==> src/rtl/wb_pkg.sv <==
// rtl/wb_pkg.sv - shared types and default widths for the writeback unit
package wb_pkg;

    localparam int WB_DATA_W     = 32;
    localparam int WB_ADDR_W     = 5;
    localparam int WB_NUM_REGS   = 16;
    localparam int WB_FIFO_DEPTH = 4;
    localparam int WB_STARVE_MAX = 3;

    // One pending register-file write: destination index plus its data
    typedef struct packed {
        logic [WB_ADDR_W-1:0] rd;
        logic [WB_DATA_W-1:0] data;
    } wb_entry_t;

    // Which producer owns the write port in a given cycle
    typedef enum logic [1:0] {
        SRC_NONE,
        SRC_MEM,
        SRC_FIFO,
        SRC_BYPASS
    } wb_src_e;

endpackage

==> src/rtl/wb_fifo.sv <==
// rtl/wb_fifo.sv - synchronous FIFO of writeback entries with push/pop/full/empty/count
module wb_fifo
    import wb_pkg::*;
#(
    parameter int  DEPTH   = WB_FIFO_DEPTH,
    parameter type entry_t = wb_entry_t
) (
    input  logic                     clk,
    input  logic                     rst_n,
    input  logic                     push,
    input  entry_t                   push_data,
    input  logic                     pop,
    output entry_t                   pop_data,
    output logic                     full,
    output logic                     empty,
    output logic [$clog2(DEPTH):0]   count
);

    localparam int AW = $clog2(DEPTH);
    localparam logic [AW:0] FULL_CNT = (AW + 1)'(DEPTH);

    entry_t          store [DEPTH];
    logic [AW-1:0]   wr_ptr;
    logic [AW-1:0]   rd_ptr;
    logic [AW:0]     cnt;
    logic            do_push;
    logic            do_pop;

    // Full is judged on the current occupancy, so a pop never frees a slot in the same cycle
    assign full     = (cnt == FULL_CNT);
    assign empty    = (cnt == '0);
    assign count    = cnt;
    assign do_push  = push && !full;
    assign do_pop   = pop && !empty;
    assign pop_data = store[rd_ptr];

    // Entry storage needs no reset; only pointers and occupancy define validity
    always_ff @(posedge clk) begin
        if (do_push) begin
            store[wr_ptr] <= push_data;
        end
    end

    // Pointers wrap naturally because DEPTH is a power of two
    always_ff @(posedge clk or negedge rst_n) begin
        if (!rst_n) begin
            wr_ptr <= '0;
            rd_ptr <= '0;
            cnt    <= '0;
        end else begin
            if (do_push) begin
                wr_ptr <= wr_ptr + 1'b1;
            end
            if (do_pop) begin
                rd_ptr <= rd_ptr + 1'b1;
            end
            case ({do_push, do_pop})
                2'b10:   cnt <= cnt + 1'b1;
                2'b01:   cnt <= cnt - 1'b1;
                default: cnt <= cnt;
            endcase
        end
    end

endmodule

==> src/rtl/writeback_unit.sv <==
// rtl/writeback_unit.sv - merges ALU and load results onto the register-file write port (optional WB_BYPASS_EN)
module writeback_unit
    import wb_pkg::*;
#(
    parameter int DATA_W     = WB_DATA_W,
    parameter int ADDR_W     = WB_ADDR_W,
    parameter int NUM_REGS   = WB_NUM_REGS,
    parameter int FIFO_DEPTH = WB_FIFO_DEPTH,
    parameter int STARVE_MAX = WB_STARVE_MAX
) (
    input  logic                clk,
    input  logic                rst_n,
    input  logic                alu_valid,
    input  logic [ADDR_W-1:0]   alu_rd,
    input  logic [DATA_W-1:0]   alu_data,
    output logic                alu_ready,
    input  logic                mem_valid,
    input  logic [ADDR_W-1:0]   mem_rd,
    input  logic [DATA_W-1:0]   mem_data,
    output logic                mem_ready,
    input  logic                issue_valid,
    input  logic [ADDR_W-1:0]   issue_rd,
    output logic [NUM_REGS-1:0] pend_mask,
    output logic                rf_we,
    output logic [ADDR_W-1:0]   rf_rd,
    output logic [DATA_W-1:0]   rf_wdata,
    output logic                err_oob
);

    localparam int CW = $clog2(FIFO_DEPTH) + 1;
    localparam int SW = $clog2(STARVE_MAX + 1);
    localparam logic [SW-1:0] STARVE_LIM = SW'(STARVE_MAX);

    typedef struct packed {
        logic [ADDR_W-1:0] rd;
        logic [DATA_W-1:0] data;
    } entry_t;

    entry_t          fifo_head;
    entry_t          alu_entry;
    entry_t          sel;
    logic            fifo_full;
    logic            fifo_empty;
    logic [CW-1:0]   fifo_count;
    logic            fifo_push;
    logic            fifo_pop;
    logic [SW-1:0]   starve;
    logic            mem_accept;
    wb_src_e         src;
    logic            commit;
    logic            sel_in_range;
    logic            sel_writes;
    logic            sel_oob;
    logic            issue_ok;
    logic [NUM_REGS-1:0] set_vec;
    logic [NUM_REGS-1:0] clr_vec;

    assign alu_entry = '{rd: alu_rd, data: alu_data};

    // Loads win unless the FIFO has been deferred too long; an empty FIFO never blocks a load
    assign mem_accept = mem_valid && ((starve < STARVE_LIM) || fifo_empty);
    assign mem_ready  = mem_accept;
    assign alu_ready  = !fifo_full;

    // Pick the single producer that owns the write port this cycle
    always_comb begin
        src = SRC_NONE;
        sel = '0;
        if (mem_accept) begin
            src = SRC_MEM;
            sel = '{rd: mem_rd, data: mem_data};
        end else if (fifo_count != '0) begin
            src = SRC_FIFO;
            sel = fifo_head;
        end
`ifdef WB_BYPASS_EN
        else if (alu_valid && fifo_empty) begin
            src = SRC_BYPASS;
            sel = alu_entry;
        end
`endif
    end

    assign commit    = (src != SRC_NONE);
    assign fifo_pop  = (src == SRC_FIFO);
    assign fifo_push = alu_valid && !fifo_full && (src != SRC_BYPASS);

    assign sel_in_range = (32'(sel.rd) < NUM_REGS);
    assign sel_writes   = commit && sel_in_range && (sel.rd != '0);
    assign sel_oob      = commit && !sel_in_range;
    assign issue_ok     = issue_valid && (issue_rd != '0) && (32'(issue_rd) < NUM_REGS);

    // Decode issue/commit indices into per-register set and clear masks
    always_comb begin
        set_vec = '0;
        clr_vec = '0;
        for (int i = 0; i < NUM_REGS; i++) begin
            set_vec[i] = issue_ok && (issue_rd == ADDR_W'(i));
            clr_vec[i] = commit && (sel.rd == ADDR_W'(i));
        end
    end

    wb_fifo #(
        .DEPTH   (FIFO_DEPTH),
        .entry_t (entry_t)
    ) u_fifo (
        .clk       (clk),
        .rst_n     (rst_n),
        .push      (fifo_push),
        .push_data (alu_entry),
        .pop       (fifo_pop),
        .pop_data  (fifo_head),
        .full      (fifo_full),
        .empty     (fifo_empty),
        .count     (fifo_count)
    );

    // Count cycles a load has beaten a waiting FIFO; cleared once the FIFO gets its turn or drains
    always_ff @(posedge clk or negedge rst_n) begin
        if (!rst_n) begin
            starve <= '0;
        end else if (fifo_pop || fifo_empty) begin
            starve <= '0;
        end else if ((src == SRC_MEM) && (starve != STARVE_LIM)) begin
            starve <= starve + 1'b1;
        end
    end

    // Pending-write scoreboard: a new issue beats a retiring write to the same register
    always_ff @(posedge clk or negedge rst_n) begin
        if (!rst_n) begin
            pend_mask <= '0;
        end else begin
            pend_mask <= (pend_mask & ~clr_vec) | set_vec;
        end
    end

    // Register-file write port; dropped commits still update index/data but never assert the enable
    always_ff @(posedge clk or negedge rst_n) begin
        if (!rst_n) begin
            rf_we    <= 1'b0;
            rf_rd    <= '0;
            rf_wdata <= '0;
            err_oob  <= 1'b0;
        end else begin
            rf_we <= sel_writes;
            if (commit) begin
                rf_rd    <= sel.rd;
                rf_wdata <= sel.data;
            end
            if (sel_oob) begin
                err_oob <= 1'b1;
            end
        end
    end

endmodule

==> config.mk <==
export PLATFORM = sky130hd
export DESIGN_NAME = writeback_unit
export DESIGN_NICKNAME = d
export VERILOG_FILES = /design/src/rtl/wb_pkg.sv /design/src/rtl/wb_fifo.sv /design/src/rtl/writeback_unit.sv
export SDC_FILE = /design/constraint.sdc
export NUM_CORES = 1
export LEC_CHECK = 0
export ABC_AREA = 1
export BUFFER_PORTS_ARGS = -buffer_cell sky130_fd_sc_hd__buf_2
export CORE_AREA = 3 3 151 153
export DETAILED_ROUTE_END_ITERATION = 8
export DIE_AREA = 0 0 154 156
export HOLD_SLACK_MARGIN = 0.1
export SETUP_SLACK_MARGIN = 0.3
export SLEW_MARGIN = 10
export SYNTH_ARGS = -nofsm -noshare
export SYNTH_HDL_FRONTEND = slang
export SYNTH_SLANG_ARGS = --single-unit
export TNS_END_PERCENT = 1
==> constraint.sdc <==
create_clock -name clk -period 2.8 [get_ports clk]
set_input_delay 0.7 -clock clk [delete_from_list [all_inputs] [get_ports clk]]
set_output_delay 0.7 -clock clk [all_outputs]
set_load 0.05 [all_outputs]
**After elaboration in Yosys (flattened, before gate mapping)**

Memories as Yosys holds them, arrays and structs flattened.
Index checks and enable logic that the tools add are counted.

- Word-level logic and storage cells: 124
- Bits of input ports: 84
- Flip-flop bits (word level): 64
- Memories kept: 1
- Memory bits (writable): 148

- Add/sub/neg operators: 5
- Bitwise logic cells: 3
- Multiplexer cells: 9
- Reduce and logical (&&, ||, !) cells: 57
- Order comparisons: 3
- Equality and inequality tests: 37

Memories:

| memory | words | bits a word | rd ports | clocked after Yosys merged registers in | write ports | line | text |
|---|---|---|---|---|---|---|---|
| u_fifo.store | 4 | 37 | 1 | 0 | 1 | wb_fifo.sv:22 | `entry_t store [DEPTH];` |

Operators by type and width:

| kind | number |
|---|---|
| $eq A5 B4 Y1 const B | 16 |
| $mux W37 | 2 |
| $logic_and A1 B1 Y1 | 43 |
| $eq A5 B3 Y1 const B | 8 |
| $eq A5 B2 Y1 const B | 4 |
| $and A16 B16 Y16 | 1 |
| $not A16 Y16 | 1 |
| $or A16 B16 Y16 | 1 |
| $eq A5 B1 Y1 const B | 2 |
| $logic_not A5 Y1 | 2 |
| $lt A5 B5 Y1 const B | 2 |
| $reduce_bool A5 Y1 | 2 |
| $mux W2 | 4 |
| $add A2 B1 Y2 const B | 3 |
| $pmux W3 S2 | 1 |
| $reduce_bool A2 Y1 | 3 |
| $eq A2 B1 Y1 const B | 2 |
| $eq A2 B2 Y1 const B | 2 |
| $ne A2 B2 Y1 const B | 2 |
| $add A3 B1 Y3 const B | 1 |
| $eq A3 B3 Y1 const B | 1 |
| $logic_not A1 Y1 | 3 |
| $logic_not A3 Y1 | 1 |
| $reduce_bool A3 Y1 | 1 |
| other kinds (4) | 6 |

**Logic depth before layout (Yosys ltp)**

Gate-level depths: netlist of the first run.

- Word-level depth: 9
- Depth in mapped cells: 11

**By module**

A second synthesis of the first run with hierarchy kept.

- Cell total of the unflattened synthesis: 860
- Area total of the unflattened synthesis: 9172.5 µm²

Modules (own cells, without submodules):

| module | cells an instance | instances | area each (µm²) | sequential area each (µm²) |
|---|---|---|---|---|
| wb_fifo | 493 | 1 | 6344.8 | 4619.4 |
| writeback_unit | 367 | 1 | 2827.7 | 1426.4 |

**Least setup slack after synthesis of the first run**

OpenSTA, ideal clock, no wires.

- Path kind: register to register
- Start point: register u_fifo.cnt[0], in the netlist u_fifo.count[0]
- End point: memory u_fifo.store[0][0] in the netlist's numbering, enable pin
- Arrival: 2.721 ns
- Setup time: 0.431 ns
- Required time: 2.369 ns
- Setup slack: -0.352 ns
- Cell stages (with the launch flop): 5
- Buffers on the path: 0
- Cells stage by stage: dfrtp_1 > nor2_4 > nand2_1 > nand2_1 > nor2_1

- Elaborated cells between the ends (all ways): 14
- Classes of those cells: 2 x eq/ne; 4 x mux; 8 x reduce/logical

RTL lines:

| what | line | text |
|---|---|---|
| start, declared | wb_fifo.sv:25 | `logic [AW:0] cnt;` |
| start signal, assigned | wb_fifo.sv:58 | `2'b10: cnt <= cnt + 1'b1;` |
| start signal, assigned | wb_fifo.sv:59 | `2'b01: cnt <= cnt - 1'b1;` |
| start signal, assigned | wb_fifo.sv:60 | `default: cnt <= cnt;` |
| $eq A3 B3 Y1 (*) | wb_fifo.sv:30 | `assign full = (cnt == FULL_CNT);` |
| $logic_not A1 Y1 (*) | n/a |  |
| named net alu_ready | writeback_unit.sv:16 | `output logic alu_ready,` |
| $logic_and A1 B1 Y1 (2 in a row) | writeback_unit.sv:86 | `assign fifo_push = alu_valid && !fifo_full && (src != SRC_BYPASS);` |
| $logic_and A1 B1 Y1 (*) | wb_fifo.sv:33 | `assign do_push = push && !full;` |
| $mux W1 (*) | wb_fifo.sv:39 | `if (do_push) begin` |
| $mux W1 (implied by the code) (*) | wb_fifo.sv:40 | `store[wr_ptr] <= push_data;` |
| end, declared | wb_fifo.sv:22 |  |

The timed path passes the listed nets; every way through them passes the cells marked *.

**Final worst setup path of the first run**

- Start point: register u_fifo.cnt[0], in the netlist u_fifo.count[0]
- End point: output mem_ready

- Word-level cells in the longest chain between the ends: 3

RTL lines:

| what | line | text |
|---|---|---|
| $logic_not A3 Y1 | wb_fifo.sv:31 | `assign empty = (cnt == '0);` |
| $logic_or A1 B1 Y1 | writeback_unit.sv:61 | `assign mem_accept = mem_valid && ((starve < STARVE_LIM) \|\| fifo_empty);` |
| $logic_and A1 B1 Y1 | writeback_unit.sv:61 |  |
| end, declared | writeback_unit.sv:20 | `output logic mem_ready,` |

No other way between the ends.

==> results of run 1 <==
worst max-delay path: cells and delay by family (launching register included):
kind,cells,cell delay [ps]
and+or+nand+nor,4,430
DFF,1,420
buffers and inverters,2,320
per-stage QoR:
| stage | hold WS [ps] | setup WS [ps] |
|---|---|---|
| final | 328 | 413 |
| after global routing | 392 | 315 |
| after CTS | 360 | 332 |
| after detailed placement | 433 | 544 |
| after global placement | 437 | 557 |
| after floorplan | 404 | 210 |
cells in the mapped netlist:
cell      number
a21oi_1        3
a22oi_4        1
buf_2         16
buf_4          2
buf_6          1
clkbuf_1      13
clkinv_1       1
dfrtp_1       64
edfxtp_1     148
fa_1           1
ha_1           6
inv_1         41
inv_2          7
nand2_1      193
nand2_2        7
nand2_4        1
nand3_1       64
nand3_2        1
nor2_1        77
nor2_2         4
nor2_4         4
nor3_1         3
nor3b_1        1
o21ai_0       66
o22ai_1       32
or2_2          1
xnor2_1        1
xor2_1         4
cell type report:
class                           instances  area [um^2]
Clock buffer                           29          618
Clock inverter                         13          146
Fill cell                            2013        11300
Inverter                               49          189
Multi-Input combinational cell        470         2230
Sequential cell                       212         6050
Tap cell                              280          350
Timing Repair Buffer                  157          850
what timing repair did:
item                                    4_1_cts  5_1_grt
endpoints found under the setup margin        1        1
gates cloned                                  0        0
resized for setup                             3        2
setup buffers                                 0        0
worst max path at each step:
| stage | startpoint | end | slack, ps | cells past startpoint |
|---|---|---|---|---|
| after floorplan | u_fifo.count[0]$_DFFE_PN0P_ | u_fifo.store[0][0]$_DFFE_PP_ | 210 | 4 |
| after global placement | mem_valid | mem_ready | 560 | 4 |
| after detailed placement | mem_valid | mem_ready | 540 | 4 |
| after CTS | u_fifo.count[0]$_DFFE_PN0P_ | mem_ready | 330 | 6 |
| after global routing | u_fifo.rd_ptr[0]$_DFFE_PN0P_ | pend_mask[2]$_DFF_PN0_ | 310 | 10 |
| final | u_fifo.count[0]$_DFFE_PN0P_ | mem_ready | 410 | 6 |
cells in the final DEF (no fill, tap or decap), types with 3 or more instances in the layout:
cell,Yosys,layout
clkinv_2,0,5
buf_4,2,17
inv_2,7,6
clkbuf_1,13,4
nand2_2,7,7
buf_2,16,138
nor2_4,4,8
clkinv_1,1,3
inv_1,41,41
ha_1,6,6
nor3_1,3,3
xor2_1,4,4
nor2_2,4,4
nand3_1,64,64
edfxtp_1,148,148
o22ai_1,32,32
bufinv_16,0,3
o21ai_0,66,66
clkbuf_16,0,23
nor2_1,77,73
dfrtp_1,64,62
nand2_1,193,193
a21oi_1,3,3
cell families after synthesis:
family / Yosys count / synth area share, %
AND/OR/NAND/NOR: 356 / 17.4
flip-flops: 212 / 70.4
AO/OA/AOI/OAI: 102 / 6.60
buffers and inverters: 81 / 3.95
adder cells (fa/ha/maj): 7 / 1.11
XOR/XNOR: 5 / 0.510
power by group:
group	internal (mW)	leakage (nW)	total, mW	switching [mW]
Combinational	1.16	1.90	4.63	3.46
Sequential	4.27	2.13	4.70	0.428
Clock	1.84	0.372	3.04	1.20
metal layers:
layer  share of wire [%]  wire length [um]  up-vias  track usage, %
met5               0.070                14        -               0
met4                 1.6               317        4            4.08
met3                 5.8              1150       33            3.47
met2                  49              9790      141            28.3
met1                  44              8680     2839            21.3
li1                    -                 -     2902               -
flip-flops by register name, summed over array words and instances, names as in the netlist:
signal	flops
pend_mask	16
u_fifo.store	148
u_fifo.count	3
starve	2
rf_we	1
rf_rd	5
u_fifo.rd_ptr	2
rf_wdata	32
err_oob	1
u_fifo.wr_ptr	2
==> results.sh, run 1 <==
export IMPL_clock_skew_final_ps=10.1
export IMPL_placed_cells=1168
export IMPL_final_min_clock_period_ps=2390
export IMPL_drive_above_1_share_pct=24.2
export IMPL_io_pins=141
export IMPL_syn_area_per_cell_um2=11.3
export IMPL_placed_area_mm2=0.00966
export IMPL_peakVddDrop_mv=0.550
export IMPL_dieArea_mm2=0.0240
export IMPL_cp_data_required_time_ps=2100
export IMPL_numClockSinks=212
export IMPL_max_freq_mhz=419
export IMPL_die_y_um=156
export IMPL_cts_root_buffer="clkbuf_16"
export IMPL_arrival_ps=1690
export IMPL_status="finished clean"
export IMPL_power_total_mw=12.4
export IMPL_cpMaxStageDelayCell="dfrtp_1"
export IMPL_r2r_cells=10
export IMPL_synth_area_leaders="edfxtp_1 52%, dfrtp_1 19%, nand2_1 8.4%, o21ai_0 3.8%, nand3_1 3.7%"
export IMPL_yosys_cell_types_count=28
export IMPL_initial_core_util_pct=39.6
export IMPL_ys_ff_latch=212
export IMPL_cts_tree="yes"
export IMPL_slew_limit_headroom_pct=39.5
export IMPL_cts_buffers=23
export IMPL_drt_wl_total_um=19900
export IMPL_min_path_type="input port to asynchronous set/reset pin"
export IMPL_crit_chain="nor2_4, nand2_2, nand2_2, nand2_2, clkinv_4, buf_6"
export IMPL_clk_latency_ps=510
export IMPL_syn_nets=854
export IMPL_num_vias=5919
export IMPL_post_drt_wl_per_cell_um=16.5
export IMPL_grt_total_usage_pct=16.4
export IMPL_critPathMaxStageDelay_ps=420
export IMPL_cts_buffer_depth=3
export IMPL_crit_path_max_fanout=14
export IMPL_synthCells=763
export IMPL_fin_util_pct=48.1
export IMPL_firstDrtPassIters=4
export IMPL_post_route_period_util_pct=85.3
export IMPL_path_clk_slew_ps=60
export IMPL_synth_top_area_share_pct=51.7
export IMPL_drv_slew=0
export IMPL_finalHoldViolCount=0
export IMPL_die_x_um=154
export IMPL_yosysWarnings=0
export IMPL_viasPerCell=4.89
export IMPL_synth_top_cell_by_area="edfxtp_1"
export IMPL_finalSetupTns_ps=0
export IMPL_n_antenna_cell=0
export IMPL_cts_hold_buf=0
export IMPL_critPathMostFrequentCell="nand2_2"
export IMPL_powerDensity_mw_per_mm2=1190
export IMPL_fin_cells=1210
export IMPL_core_mm2=0.0217
export IMPL_syn_to_final_growth_pct=21.5
export IMPL_critPathCaptureType="output port"
export IMPL_synth_area_mm2=0.00859
export IMPL_grt_first_pass_wirelength_um=31600
export IMPL_tightest_slew_ps=908
export IMPL_ant_nets=0
export IMPL_nets=1004
export IMPL_yosysSeqAreaShare_pct=70.4
export IMPL_rsz0062_at_grt="no"
export IMPL_h_tree_depth=1
export IMPL_grt_pass1_vias=5951
export IMPL_portBuffers=140
export IMPL_dp_hpwl_um=12500
export IMPL_leakagePower_nw=4.40
export IMPL_antenna_found_initial=2
export IMPL_r2r_setup_slack_ps=590
export IMPL_final_area_mm2=0.0104
export IMPL_drv_cap=0
export IMPL_r2r_start="u_fifo.rd_ptr[0]$_DFFE_PN0P_"
export IMPL_drt_iter0_markers=312
export IMPL_drc=0
export IMPL_critPathKind="flop to output port"
export IMPL_rows=54
export IMPL_start_kind="flop"
export IMPL_reg2reg_to="pend_mask[2]$_DFF_PN0_"
export IMPL_grt_ovfl_total=0
export IMPL_setup_violations=0
export IMPL_gp_congestion=0.783
export IMPL_grt_start_max_net_pins=65
No activity file was read; power rests on OpenSTA's default activity.
==> inputs of run 2 (changes only) <==
CELL_PAD_IN_SITES_DETAIL_PLACEMENT = 2   (was unset)
CELL_PAD_IN_SITES_GLOBAL_PLACEMENT = 2   (was unset)
CORE_AREA = 3 3 157 159   (was 3 3 151 153)
DIE_AREA = 0 0 160 162   (was 0 0 154 156)
PLACE_DENSITY_LB_ADDON = 0.1   (was unset)
clock period = 2.2 ns   (was 2.8 ns; I/O delays follow)
==> results.sh, run 2 (synthesis gave the netlist of run 1 again) <==
export IMPL_powerDensity_mw_per_mm2=1520
export IMPL_post_route_period_util_pct=94.9
export IMPL_tightest_slew_ps=553
export IMPL_min_path_type="input port to flop"
export IMPL_grt_pass1_vias=7261
export IMPL_drt_wl_total_um=25800
export IMPL_post_drt_wl_per_cell_um=20.3
export IMPL_firstDrtPassIters=6
export IMPL_rows=56
export IMPL_syn_to_final_growth_pct=24.0
export IMPL_path_clk_slew_ps=60
export IMPL_fin_cells=1270
export IMPL_num_vias=6356
export IMPL_grt_total_usage_pct=20.0
export IMPL_r2r_start="u_fifo.count[0]$_DFFE_PN0P_"
export IMPL_largest_reg_flops=148
export IMPL_die_x_um=160
export IMPL_crit_path_max_fanout=2
export IMPL_antenna_found_initial=3
export IMPL_numClockSinks=212
export IMPL_leakagePower_nw=4.47
export IMPL_holdWs_ps=230
export IMPL_nets=1023
export IMPL_drc=0
export IMPL_critPathLaunch="u_fifo.count[0]$_DFFE_PN0P_"
export IMPL_cts_tree="yes"
export IMPL_dieArea_mm2=0.0259
export IMPL_cp_data_required_time_ps=1650
export IMPL_io_pins=141
export IMPL_setup_violations=0
export IMPL_final_min_clock_period_ps=2090
export IMPL_grt_ovfl_total=0
export IMPL_finalHoldViolCount=0
export IMPL_final_cell_mix="191 x nand2_1, 148 x edfxtp_1, 138 x buf_2"
export IMPL_portBuffers=140
export IMPL_placed_cells=1215
export IMPL_viasPerCell=5.00
export IMPL_initial_core_util_pct=36.7
export IMPL_arrival_ps=1540
export IMPL_clock_skew_final_ps=15.6
export IMPL_h_tree_depth=1
export IMPL_drt_iter0_markers=249
export IMPL_clk_latency_ps=530
export IMPL_core_mm2=0.0234
export IMPL_gp_congestion=0.769
export IMPL_die_y_um=162
export IMPL_cts_root_buffer="clkbuf_16"
export IMPL_critPathCaptureType="output port"
export IMPL_start_kind="flop"
export IMPL_status="finished clean"
export IMPL_reg_top3="u_fifo.store (148), rf_wdata (32), pend_mask (16)"
export IMPL_max_freq_mhz=479
export IMPL_drive_above_1_share_pct=25.3
export IMPL_finalSetupTns_ps=0
export IMPL_peakVddDrop_mv=0.660
export IMPL_drv_slew=0
export IMPL_layout_commonest_cell="nand2_1"
export IMPL_cts_buffer_depth=3
export IMPL_ant_nets=0
export IMPL_regMostFlops="u_fifo.store"
export IMPL_rsz0062_at_grt="yes"
export IMPL_holdCritStartpoint="alu_data[25]"
export IMPL_grt_start_max_net_pins=39
export IMPL_drv_cap=0
export IMPL_critPathKind="flop to output port"
export IMPL_slew_limit_headroom_pct=63.1
export IMPL_n_antenna_cell=0
export IMPL_cts_buffers=25
export IMPL_grt_first_pass_wirelength_um=40900
export IMPL_dp_hpwl_um=17100
-- run 2: cell count changes in the layout (fill, tap and decap cells not counted), sizes merged --
| cell | previous run | this run |
|---|---|---|
| buf | 157 | 173 |
| bufinv | 3 | 0 |
| clkbuf | 29 | 41 |
| clkinv | 9 | 5 |
| clkinvlp | 2 | 0 |
| dlygate4sd3 | 0 | 1 |
| inv | 48 | 49 |
-- run 2: per-layer routing --
layer	vias to the layer above	routed length, um	GRT usage (%)
li1	2941	-	-
met1	3244	10500	24.0
met2	127	13800	38.0
met3	38	1030	3.11
met4	6	379	3.98
met5	-	28	0
-- run 2: per-stage QoR --
step | setup slack, ps | power (mW) | util, % | cell area (um^2)
floorplan | 202 | 10.4 | - | 8660
global placement | 170 | 12.2 | 41.9 | 9810
detailed placement | 71.7 | 12.6 | 41.9 | 9810
CTS | 95.4 | 16.5 | 45.4 | 10600
global route | 54.1 | 17.3 | 45.5 | 10700
finish | 113 | 16.2 | 45.5 | 10700
-- run 2: worst paths after layout --
path / endpoint / slack [ps] / cells past startpoint
worst max-delay path: mem_ready / 110 / 6
worst min-delay path: u_fifo.store[3][25]$_DFFE_PP_ / 230 / 1
worst max register to register: u_fifo.count[2]$_DFFE_PN0P_ / 190 / 10
worst min register to register: starve[0]$_DFFE_PN0P_ / 450 / 1
max in group asynchronous: rf_wdata[9]$_DFFE_PN0P_ / 1040 / 3
min in group asynchronous: rf_wdata[11]$_DFFE_PN0P_ / 550 / 2
-- run 2: worst max-delay path, stage by stage (launching register included) --
cell and delay (ps):
dfrtp_1 420, nor2_4 150, nand2_2 90, nand2_4 70, nand2_4 50, inv_4 80, buf_8 140
-- run 2: area by class of cell --
class,instances,area [um^2]
tap,319,399
multi-input combinational,470,2290
sequential,212,6050
clock inverter,5,35.0
clock buffer,41,696
fill,2458,12800
timing repair buffer,174,1000
inverter,49,186
-- run 2: power breakdown --
part	leakage (nW)	internal [mW]	switching [mW]	total (mW)
Combinational	1.99	1.66	4.90	6.57
Clock	0.349	2.16	1.55	3.71
Sequential	2.13	5.45	0.507	5.96
-- run 2: repair_timing --
action,CTS,global route
buffers inserted,6,2
hold endpoints to repair,31,0
setup endpoints to repair,22,43
pin swaps,2,3
gates resized for setup,7,4
hold buffers,1,0
==> inputs of run 3 (changes only) <==
CELL_PAD_IN_SITES_DETAIL_PLACEMENT = 1   (was 2)
CELL_PAD_IN_SITES_GLOBAL_PLACEMENT = 1   (was 2)
CORE_AREA = 3 3 144 146   (was 3 3 157 159)
DIE_AREA = 0 0 147 149   (was 0 0 160 162)
==> results.sh, run 3 (synthesis gave the netlist of run 1 again) <==
export IMPL_status="finished clean"
export IMPL_num_vias=6234
export IMPL_io_pins=141
export IMPL_peakVddDrop_mv=0.693
export IMPL_arrival_ps=1450
export IMPL_holdWs_ps=269
export IMPL_critPathLaunch="starve[0]$_DFFE_PN0P_"
export IMPL_layout_commonest_cell="nand2_1"
export IMPL_setup_violations=0
export IMPL_drv_cap=0
export IMPL_grt_start_max_net_pins=43
export IMPL_crit_path_max_fanout=2
export IMPL_wl_met3_um=1040
export IMPL_critPathMostFrequentCell="nand2_4"
export IMPL_min_path_type="input port to flop"
export IMPL_largest_reg_flops=148
export IMPL_path_clk_slew_ps=60
export IMPL_wl_met1_um=9090
export IMPL_crit_chain="ha_4, nand2_4, nand2_4, inv_4, buf_8"
export IMPL_drv_slew=0
export IMPL_portBuffers=140
export IMPL_post_drt_wl_per_cell_um=18.6
export IMPL_grt_pass1_vias=6972
export IMPL_holdCritStartpoint="alu_rd[1]"
export IMPL_ant_nets=0
export IMPL_r2r_start="starve[0]$_DFFE_PN0P_"
export IMPL_grt_total_usage_pct=20.5
export IMPL_finalHoldViolCount=0
export IMPL_cpMaxStageDelayCell="dfrtp_1"
export IMPL_grt_ovfl_total=0
export IMPL_viasPerCell=5.16
export IMPL_cts_buffer_depth=3
export IMPL_slew_limit_headroom_pct=64.9
export IMPL_dieArea_mm2=0.0219
export IMPL_multiInputGateArea_mm2=0.00229
export IMPL_drt_iter0_markers=250
export IMPL_grt_first_pass_wirelength_um=35700
export IMPL_powerDensity_mw_per_mm2=1500
export IMPL_clk_latency_ps=500
export IMPL_post_route_period_util_pct=90.9
export IMPL_cts_root_buffer="clkbuf_16"
export IMPL_die_x_um=147
export IMPL_leakagePower_nw=4.45
export IMPL_cp_top_family="flip-flops"
export IMPL_critPathKind="flop to output port"
export IMPL_fin_cells=1209
export IMPL_drc=0
export IMPL_antenna_found_initial=3
export IMPL_wl_met2_um=11800
export IMPL_highest_layer="met5"
export IMPL_placed_cells=1153
export IMPL_nets=1018
export IMPL_critPathBufInv=2
export IMPL_rsz0062_at_grt="yes"
export IMPL_finalSetupTns_ps=0
export IMPL_final_min_clock_period_ps=2000
export IMPL_numClockSinks=212
export IMPL_tightest_slew_ps=522
export IMPL_initial_core_util_pct=44.0
export IMPL_core_mm2=0.0195
export IMPL_cts_buffers=23
export IMPL_cts_tree="yes"
export IMPL_cp_data_required_time_ps=1650
export IMPL_critPathMaxStageDelay_ps=420
export IMPL_h_tree_depth=1
export IMPL_max_freq_mhz=500
export IMPL_die_y_um=149
export IMPL_final_cell_mix="191 x nand2_1, 148 x edfxtp_1, 137 x buf_2"
export IMPL_drive_above_1_share_pct=25.2
export IMPL_regMostFlops="u_fifo.store"
export IMPL_dp_hpwl_um=14300
export IMPL_fill_cells=2136
export IMPL_fin_util_pct=54.1
export IMPL_drt_wl_total_um=22500
export IMPL_reg_top3="u_fifo.store (148), rf_wdata (32), pend_mask (16)"
export IMPL_gp_congestion=0.770
export IMPL_clock_skew_final_ps=19.8
export IMPL_critPathCaptureType="output port"
export IMPL_start_kind="flop"
export IMPL_firstDrtPassIters=6
export IMPL_syn_to_final_growth_pct=23.1
export IMPL_rows=51
export IMPL_regArea_mm2=0.00605
==> run 3: area by class of cell <==
class                           count  share of cell area (%)
Antenna cell                        2                  0.0473
Clock buffer                       33                    5.99
Clock inverter                      7                   0.308
Inverter                           49                    1.76
Multi-Input combinational cell    470                    21.7
Sequential cell                   212                    57.2
Tap cell                          265                    3.14
Timing Repair Buffer              171                    9.82
==> run 3: metal layers <==
metal / vias to the layer above / global-route usage (%)
li1: 2924 / -
met1: 3116 / 24.0
met2: 146 / 38.3
met3: 44 / 3.74
met4: 4 / 6.29
met5: - / 0
==> run 3: worst register-to-register path: cells and delay by family (launching register included) <==
family	cells	cell delay, ps
AOI/OAI and AO/OA	3	460
buffers and inverters	2	100
xor gates and xnor gates	1	220
adders and majority gates	3	700
DFF	1	410
==> run 3: worst paths after layout <==
kind | endpoint | slack (ps) | cells after the start
max in group asynchronous | u_fifo.wr_ptr[1]$_DFFE_PN0P_ | 1090 | 3
worst min register to register | pend_mask[0]$_DFF_PN0_ | 460 | 2
worst max-delay path | mem_ready | 200 | 5
worst min-delay path | u_fifo.store[0][33]$_DFFE_PP_ | 270 | 1
min in group asynchronous | rf_wdata[18]$_DFFE_PN0P_ | 540 | 2
worst max register to register | u_fifo.count[2]$_DFFE_PN0P_ | 220 | 9
==> run 3: per-stage QoR <==
stage | setup slack (ps) | cell area (um^2) | power, mW
after floorplan | 202 | 8660 | 10.4
after global placement | 186 | 9730 | 12.1
after detailed placement | 162 | 9730 | 12.3
after CTS | 194 | 10500 | 16.0
after global routing | 136 | 10600 | 16.8
final | 199 | 10600 | 15.8
==> run 3: timing repair <==
item	CTS	global route
pin swaps	3	6
endpoints found under the hold margin	26	0
hold buffers	1	0
resized for setup	10	4
endpoints found under the setup margin	15	28
setup buffers	7	6
==> run 3: where the power goes <==
group / internal (mW) / switching, mW
Clock: 1.99 / 1.44
Combinational: 1.72 / 4.71
Sequential: 5.45 / 0.515
